## config.mk

```make
export PLATFORM = sky130hd
export DESIGN_NAME = miriscv_ram_arbiter
export DESIGN_NICKNAME = d
export VERILOG_FILES = /design/src/rtl/miriscv_ram_arbiter.sv
export SDC_FILE = /design/constraint.sdc
export NUM_CORES = 1
export LEC_CHECK = 0
export CAP_MARGIN = 20
export CORE_AREA = 2 2 123 125
export DETAILED_ROUTE_END_ITERATION = 8
export DIE_AREA = 0 0 125 127
export DONT_BUFFER_PORTS = 1
export GPL_ROUTABILITY_DRIVEN = 0
export GPL_TIMING_DRIVEN = 0
export SLEW_MARGIN = 20
export SYNTH_ARGS = -nofsm -noshare
export SYNTH_HDL_FRONTEND = slang
export SYNTH_SLANG_ARGS = --single-unit
```

## constraint.sdc

```tcl
create_clock -name clk_i -period 2.6 [get_ports clk_i]
set_input_delay 0.26 -clock clk_i [delete_from_list [all_inputs] [get_ports clk_i]]
set_output_delay 0.26 -clock clk_i [all_outputs]
set_load 0.01 [all_outputs]
```

## src/rtl/miriscv_ram_arbiter.sv

```systemverilog
// RAM arbiter and boot sequencer for loader, fetch and LSU ports.
// Define ARB_RR_EN for instr/data round-robin; default is data > instr.
module miriscv_ram_arbiter #(
  parameter int RAM_SIZE  = 512,
  parameter int BOOT_HOLD = 2
) (
  input  logic                        clk_i,
  input  logic                        rst_i,
  input  logic                        instr_req_i,
  input  logic [31:0]                 instr_addr_i,
  output logic                        instr_gnt_o,
  output logic                        instr_rvalid_o,
  output logic [31:0]                 instr_rdata_o,
  input  logic                        data_req_i,
  input  logic                        data_we_i,
  input  logic [3:0]                  data_be_i,
  input  logic [31:0]                 data_addr_i,
  input  logic [31:0]                 data_wdata_i,
  output logic                        data_gnt_o,
  output logic                        data_rvalid_o,
  output logic [31:0]                 data_rdata_o,
  input  logic                        ld_req_i,
  input  logic [31:0]                 ld_addr_i,
  input  logic [31:0]                 ld_wdata_i,
  output logic                        ld_gnt_o,
  input  logic                        ld_done_i,
  output logic                        core_rst_n_o,
  output logic                        ram_req_o,
  output logic                        ram_we_o,
  output logic [3:0]                  ram_be_o,
  output logic [$clog2(RAM_SIZE)-1:0] ram_addr_o,
  output logic [31:0]                 ram_wdata_o,
  input  logic [31:0]                 ram_rdata_i
);

  localparam int ADDR_W = $clog2(RAM_SIZE);

  typedef enum logic [1:0] {
    BOOT,
    HOLD,
    RUN
  } state_t;

  state_t      state_q, state_d;
  logic [3:0]  cnt_q, cnt_d;

  always_ff @(posedge clk_i or posedge rst_i) begin
    if (rst_i) begin
      state_q <= BOOT;
      cnt_q   <= 4'd0;
    end else begin
      state_q <= state_d;
      cnt_q   <= cnt_d;
    end
  end

  always_comb begin
    state_d = state_q;
    cnt_d   = cnt_q;
    unique case (state_q)
      BOOT: begin
        if (ld_done_i) begin
          state_d = HOLD;
          cnt_d   = 4'(BOOT_HOLD);
        end
      end
      HOLD: begin
        cnt_d = cnt_q - 4'd1;
        if (cnt_q <= 4'd1) state_d = RUN;
      end
      RUN:     state_d = RUN;
      default: state_d = BOOT;
    endcase
  end

  assign core_rst_n_o = (state_q == RUN);

  logic core_en;
  logic pick_data;

  // Loader always wins; core ports only once released
  assign core_en = core_rst_n_o & ~ld_req_i;

`ifdef ARB_RR_EN
  logic rr_q;

  always_ff @(posedge clk_i or posedge rst_i) begin
    if (rst_i) begin
      rr_q <= 1'b1;
    end else if (instr_gnt_o) begin
      rr_q <= 1'b0;
    end else if (data_gnt_o) begin
      rr_q <= 1'b1;
    end
  end

  assign pick_data = data_req_i & (~instr_req_i | ~rr_q);
`else
  assign pick_data = data_req_i;
`endif

  assign ld_gnt_o    = ld_req_i;
  assign data_gnt_o  = core_en & pick_data;
  assign instr_gnt_o = core_en & instr_req_i & ~pick_data;

  logic [31:0] sel_addr;
  logic        sel_we;
  logic [3:0]  sel_be;
  logic [31:0] sel_wdata;
  logic        any_gnt;
  logic        in_range;
  logic        unused_addr_bits;

  always_comb begin
    sel_addr  = '0;
    sel_we    = 1'b0;
    sel_be    = 4'h0;
    sel_wdata = '0;
    unique case (1'b1)
      ld_gnt_o: begin
        sel_addr  = ld_addr_i;
        sel_we    = 1'b1;
        sel_be    = 4'hF;
        sel_wdata = ld_wdata_i;
      end
      data_gnt_o: begin
        sel_addr  = data_addr_i;
        sel_we    = data_we_i;
        sel_be    = data_be_i;
        sel_wdata = data_wdata_i;
      end
      instr_gnt_o: begin
        sel_addr  = instr_addr_i;
        sel_be    = 4'hF;
      end
      default: ;
    endcase
  end

  assign any_gnt  = ld_gnt_o | data_gnt_o | instr_gnt_o;
  assign in_range = (sel_addr[31:ADDR_W+2] == '0);
  assign unused_addr_bits = ^sel_addr[1:0];

  assign ram_req_o   = any_gnt & in_range;
  assign ram_we_o    = ram_req_o & sel_we;
  assign ram_be_o    = ram_req_o ? sel_be : 4'h0;
  assign ram_addr_o  = ram_req_o ? sel_addr[ADDR_W+1:2] : '0;
  assign ram_wdata_o = ram_req_o ? sel_wdata : '0;

  logic i_pend_q, i_ok_q;
  logic d_pend_q, d_ok_q;

  always_ff @(posedge clk_i or posedge rst_i) begin
    if (rst_i) begin
      i_pend_q <= 1'b0;
      i_ok_q   <= 1'b0;
      d_pend_q <= 1'b0;
      d_ok_q   <= 1'b0;
    end else begin
      i_pend_q <= instr_gnt_o;
      i_ok_q   <= instr_gnt_o & in_range;
      d_pend_q <= data_gnt_o;
      d_ok_q   <= data_gnt_o & ~data_we_i & in_range;
    end
  end

  assign instr_rvalid_o = i_pend_q;
  assign instr_rdata_o  = i_ok_q ? ram_rdata_i : '0;
  assign data_rvalid_o  = d_pend_q;
  assign data_rdata_o   = d_ok_q ? ram_rdata_i : '0;

endmodule

```

==> qor.yml, run 1 <==
run_status:
  status: "complete, no violations"
cts:
  cts-root-buf: "clkbuf_16"
  postCtsSetupBuffers: 0
  htreeDepth: 1
  clock_latency_ns: 0.23
  cts_max_path_buffers: 2
  cts_sinks: 10
  cts_tree: "built"
  clk_pin_slew_ns: 0.04
  numCtsBuffers: 3
synth:
  syn_avg_cell_area_um2: 7.56
  synth_cell_types: 36
  ys_seq_elements: 10
  synth_edf_count: 0
  ys.flop_type: "dfrtp_1"
  syn-cell-area_mm2: 0.00197
  synth_warnings: 0
  synthCells: 260
  synthesis.nets: 468
  seq_area_frac_synth: 0.127
  async_flop_share: 1.00
die:
  dieArea_mm2: 0.0159
  die_w_um: 125
  core_area_mm2: 0.0144
  rows: 44
  chipHeight_um: 127
  start_util: 0.136
  io_pins: 320
timing:
  rsz0062_at_grt: "false"
  finalCriticalPeriod_ns: 2.44
  fin_worst_skew_ns: 0.00150
  fin_crit_sh: 0.939
  hold_viol: 0
  slew_headroom: 0.476
  setup_viol: 0
  timing.final.ws_setup_ns: 0.158
  tns_ns: 0
  tightest_slew_ns: 0.786
  final-max-slew-violation-count: 0
  whs_ns: 0.134
  max_clock_freq_mhz: 410
run:
  maxCapViolations: 0
global_routing:
  grt_pass1_wl_mm: 13.9
  grt_max_degree: 12
  antenna_found_initial: 3
  first_global_vias: 2125
  overflow: 0
  track_usage: 0.120
worst_setup_path:
  path_max_fanout: 11
  arrival_ns: 2.18
  r2r_end: "d_ok_q"
  r2r_cells: 5
  worst_setup_path_end_kind: "output port"
  start_kind: "flip-flop"
  worstPathRequired_ns: 2.34
  slowest_stage: "dfrtp_1"
  reg2reg_slack_ns: 0.66
  cp_top_family: "simple AND/OR/NAND/NOR gates"
  reg2reg_from: "state_q[0]"
  slowest_delay_ns: 0.40
  crit_buf_inv: 2
  crit_type: "flip-flop to output port"
  crit_chain: "inv_1, ha_1, and3_4, clkbuf_4, a22oi_1, nor3_2"
routing:
  vias_per_cell: 5.27
  firstDrtPassIters: 4
  avgRoutedWirePerCell_um: 24.7
  drt_wl_total_mm: 11.1
  drt_iter0_drc: 109
  drcViolationCount: 0
  via_count: 2365
  drt.antenna.violating_nets: 0
power_and_ir_drop:
  comb_power_share: 0.355
  static-leakage-power_nw: 0.782
  p_seq_frac: 0.224
  p_sw_mw: 0.246
  swShare: 0.344
  power.density_mw_per_mm2: 301
  vdd_ir_drop_max_uv: 160
  clkPwrFrac: 0.420
  p_int_mw: 0.470
placement:
  placed_area_mm2: 0.00220
  place_hpwl_mm: 9.78
  dpl_worst_slack_ns: -0.584
  portBuffers: 0
final_layout:
  final_util: 0.165
  fin_nets: 473
  final_area_mm2: 0.00238
  area_delta_synth_final_pct: 21.2
  num-fill-cells: 1628
  layout-drive-gt1-share: 0.220
min_path:
  min_to: "d_ok_q"
  min_path_cells: 1
  hp-start: "data_we_i"
  hp-class: "input pin to flip-flop"
registers in the layout, indices dropped and copies added (netlist names):
signal and flops:
state_q 2, cnt_q 4, instr_rvalid_o 1, data_rvalid_o 1, i_ok_q 1, d_ok_q 1
synth_stat cells (5+ instances only):
cell type / n / share of area
nor4_2: 6 / 0.038
and2_1: 64 / 0.20
inv_1: 8 / 0.015
a222oi_1: 9 / 0.046
nor3_1: 17 / 0.043
nor4_1: 15 / 0.048
a22oi_1: 32 / 0.12
ha_1: 5 / 0.032
o21ai_0: 7 / 0.018
nor2_1: 5 / 0.0095
nor3_2: 20 / 0.10
clkbuf_1: 19 / 0.036
dfrtp_1: 10 / 0.13
worst register-to-register path, cell delays in order, from the launching register on:
cell,delay [ns]
dfrtp_1,0.40
inv_1,0.09
ha_1,0.27
and3_4,0.32
clkbuf_4,0.33
nor3b_1,0.40
cells in the final DEF (no fill, tap or decap), types with 2 or more instances in the layout:
master,netlist,final
and4_1,2,2
nor2_1,5,5
clkbuf_2,0,3
ha_1,5,5
nor4_4,0,3
inv_1,8,8
clkbuf_4,0,2
nand3_1,4,4
nor3_1,17,15
clkbuf_1,19,14
a21oi_1,4,4
a222oi_1,9,9
buf_1,3,2
nor4_1,15,11
buf_6,2,2
buf_2,4,2
nor3_2,20,22
dfrtp_1,10,10
buf_4,1,3
clkbuf_16,0,3
nor4_2,6,7
a22oi_1,32,32
and2_1,64,64
o21ai_0,7,7
inv_2,2,2
nand2_1,2,2
a2111oi_2,4,4
a22o_1,2,2
routing by layer:
| metal | share of wire | track usage | vias to the layer above |
|---|---|---|---|
| met5 | 0.0023 | 0 | - |
| met4 | 0.037 | 0.0484 | 4 |
| met3 | 0.093 | 0.0276 | 32 |
| met2 | 0.52 | 0.232 | 238 |
| met1 | 0.35 | 0.125 | 1093 |
| li1 | - | - | 998 |
how the worst max path moves through the flow:
stage                     from              end  slack [ns]  depth (start not counted)
floorplan           state_q[0]    ram_addr_o[0]        0.51                          6
global placement    state_q[0]  ram_wdata_o[25]       -0.70                          7
detailed placement  state_q[0]  ram_wdata_o[25]       -0.58                          7
CTS                 state_q[0]  ram_wdata_o[25]      -0.005                          6
global route        state_q[0]  ram_wdata_o[25]        0.04                          6
finish              state_q[0]  ram_wdata_o[25]        0.16                          6
stage by stage:
step	power [mW]	instances
floorplan	0.345	260
global placement	0.406	444
detailed placement	0.406	444
CTS	0.722	448
global route	0.752	449
finish	0.717	449
final cells by class:
type	count	area, um2	share of cell area
Sequential cell	10	250	0.105
Timing Repair Buffer	1	10.0	0.00420
Antenna cell	1	2.50	0.00105
Tap cell	184	230	0.0966
Clock buffer	4	88.8	0.0373
Multi-Input combinational cell	211	1620	0.679
Buffer	28	145	0.0609
Inverter	10	37.5	0.0157
kinds of logic (layout without fill, tap and decap cells):
family	count (synthesis)	after routing	synth area share
AOI/OAI and AO/OA	65	65	0.264
adders and majority gates	5	5	0.0318
and+or+nand+nor	141	141	0.490
buffers and inverters	39	43	0.0865
other	0	1	0
DFF	10	10	0.127
power by group through the flow:
| stage | sequential (mW) | combinational, mW | clock, mW |
|---|---|---|---|
| global route | 0.161 | 0.272 | 0.319 |
| finish | 0.161 | 0.255 | 0.301 |
| floorplan | 0.162 | 0.183 | 0 |
| detailed placement | 0.163 | 0.243 | 0 |
| CTS | 0.161 | 0.254 | 0.307 |
| global placement | 0.163 | 0.243 | 0 |
repair_timing:
action | CTS | global route
resized for setup | 15 | 7
hold buffers | 1 | 0
endpoints found under the hold margin | 10 | 0
pin swaps | 1 | 1
setup endpoints to repair | 49 | 37
Power figures use the tool's default switching activity.
==> inputs of run 2 (changes only) <==
- PLACE_DENSITY_LB_ADDON: unset -> 0.05
==> qor.yml, run 2 (same netlist as run 1, synthesis figures left out) <==
power_and_ir_drop:
  static-leakage-power_nw: 0.775
  vdd_ir_drop_max_uv: 97.3
  power.density_mw_per_mm2: 287
  design_power_total_mw: 0.672
timing:
  fin_crit_sh: 0.952
  timing.final.ws_setup_ns: 0.125
  finalCriticalPeriod_ns: 2.47
  whs_ns: 0.121
  tightest_slew_ns: 0.701
  slew_headroom: 0.533
  setup_viol: 0
  tns_ns: 0
  rsz0062_at_grt: "false"
  final-max-slew-violation-count: 0
  fin_worst_skew_ns: 0.00162
  hold_viol: 0
  max_clock_freq_mhz: 404
worst_setup_path:
  slowest_stage: "nor4_1"
  start_kind: "flip-flop"
  crit_type: "flip-flop to output port"
  arrival_ns: 2.21
  slowest_delay_ns: 0.40
  worst_setup_path_end_kind: "output port"
  path_max_fanout: 11
  worstPathRequired_ns: 2.34
  cp_top_family: "simple AND/OR/NAND/NOR gates"
  crit_buf_inv: 2
  crit_chain: "inv_1, ha_1, and4bb_2, clkbuf_2, a222oi_1, nor4_1"
cts:
  clock_latency_ns: 0.23
  cts_max_path_buffers: 2
  cts-root-buf: "clkbuf_16"
  clk_pin_slew_ns: 0.04
  htreeDepth: 1
  cts_tree: "built"
  numCtsBuffers: 3
  cts_sinks: 10
final_layout:
  top_register: "cnt_q"
  diodes: 0
  largest_reg_flops: 4
  final_cell_mix: "64 x and2_1, 32 x a22oi_1, 22 x nor3_2"
  area_delta_synth_final_pct: 19.0
  fin_nets: 473
  final_area_mm2: 0.00234
  top_regs: "cnt_q x4, state_q x2"
  layout-drive-gt1-share: 0.221
  layout.cells.most_common: "and2_1"
routing:
  firstDrtPassIters: 4
  drcViolationCount: 0
  avgRoutedWirePerCell_um: 23.2
  drt.antenna.violating_nets: 0
  topRoutingLayerUsed: "met4"
  route.met2.wl_mm: 5.94
  met1Wirelength_mm: 3.36
  drt_wl_total_mm: 10.4
  drt_iter0_drc: 95
  via_count: 2291
  vias_per_cell: 5.13
  met3_length_um: 890
global_routing:
  overflow: 0
  track_usage: 0.115
  grt_max_degree: 12
  first_global_vias: 2359
  antenna_found_initial: 0
  grt_pass1_wl_mm: 14.0
placement:
  placed_area_mm2: 0.00220
  dpl_worst_slack_ns: -0.368
  portBuffers: 0
  place_hpwl_mm: 8.86
die:
  rows: 44
  die_w_um: 125
  chipHeight_um: 127
  io_pins: 320
  core_area_mm2: 0.0144
  dieArea_mm2: 0.0159
  start_util: 0.136
run_status:
  status: "complete, no violations"
min_path:
  hp-class: "input pin to flip-flop"
run:
  maxCapViolations: 0
## run 2: cell type report
class	instances	area, um2
fillers	1624	12100
multi-input cells	211	1600
flip-flops and latches	10	250
well taps	184	230
plain buffers	28	143
clock buffers	3	75.1
inverters	10	37.5
repair buffers	1	10.0
## run 2: per-stage QoR
stage	utilization	cells
finish	0.162	447
global route	0.162	447
CTS	0.159	447
detailed placement	0.152	444
global placement	0.152	444
floorplan	-	260
## run 2: layer usage
metal	GRT usage	up-vias
met4	0.0327	0
met1	0.112	1072
met5	0	-
met3	0.0205	10
li1	-	996
met2	0.243	213
## run 2: path summary, 6_finish.rpt
path	slack [ns]	cells after the start	end	startpoint
max in group asynchronous	1.84	2	data_rvalid_o	rst_i
max	0.13	6	ram_addr_o[0]	state_q[0]
max reg2reg	0.71	5	d_ok_q	state_q[0]
min in group asynchronous	0.46	2	state_q[0]	rst_i
min	0.12	1	d_ok_q	data_we_i
min reg2reg	0.53	2	cnt_q[0]	cnt_q[0]
## run 2: repair_timing
action	in CTS	in global routing
gates resized for setup	6	14
hold buffers	1	0
hold endpoints to repair	10	0
setup endpoints to repair	49	45
setup buffers	0	0
## run 2: power breakdown
part	total (mW)	leakage [nW]	internal [mW]	switching, mW
clock	0.270	0.0370	0.199	0.0707
sequential	0.161	0.127	0.158	0.00277
combinational	0.240	0.611	0.0785	0.162
## run 2: worst reg2reg max path, cell delays in order, from the launching register on
cell and delay, ns:
dfrtp_1 0.39, inv_1 0.09, ha_1 0.28, and3_4 0.32
clkbuf_2 0.35, nor3b_1 0.34
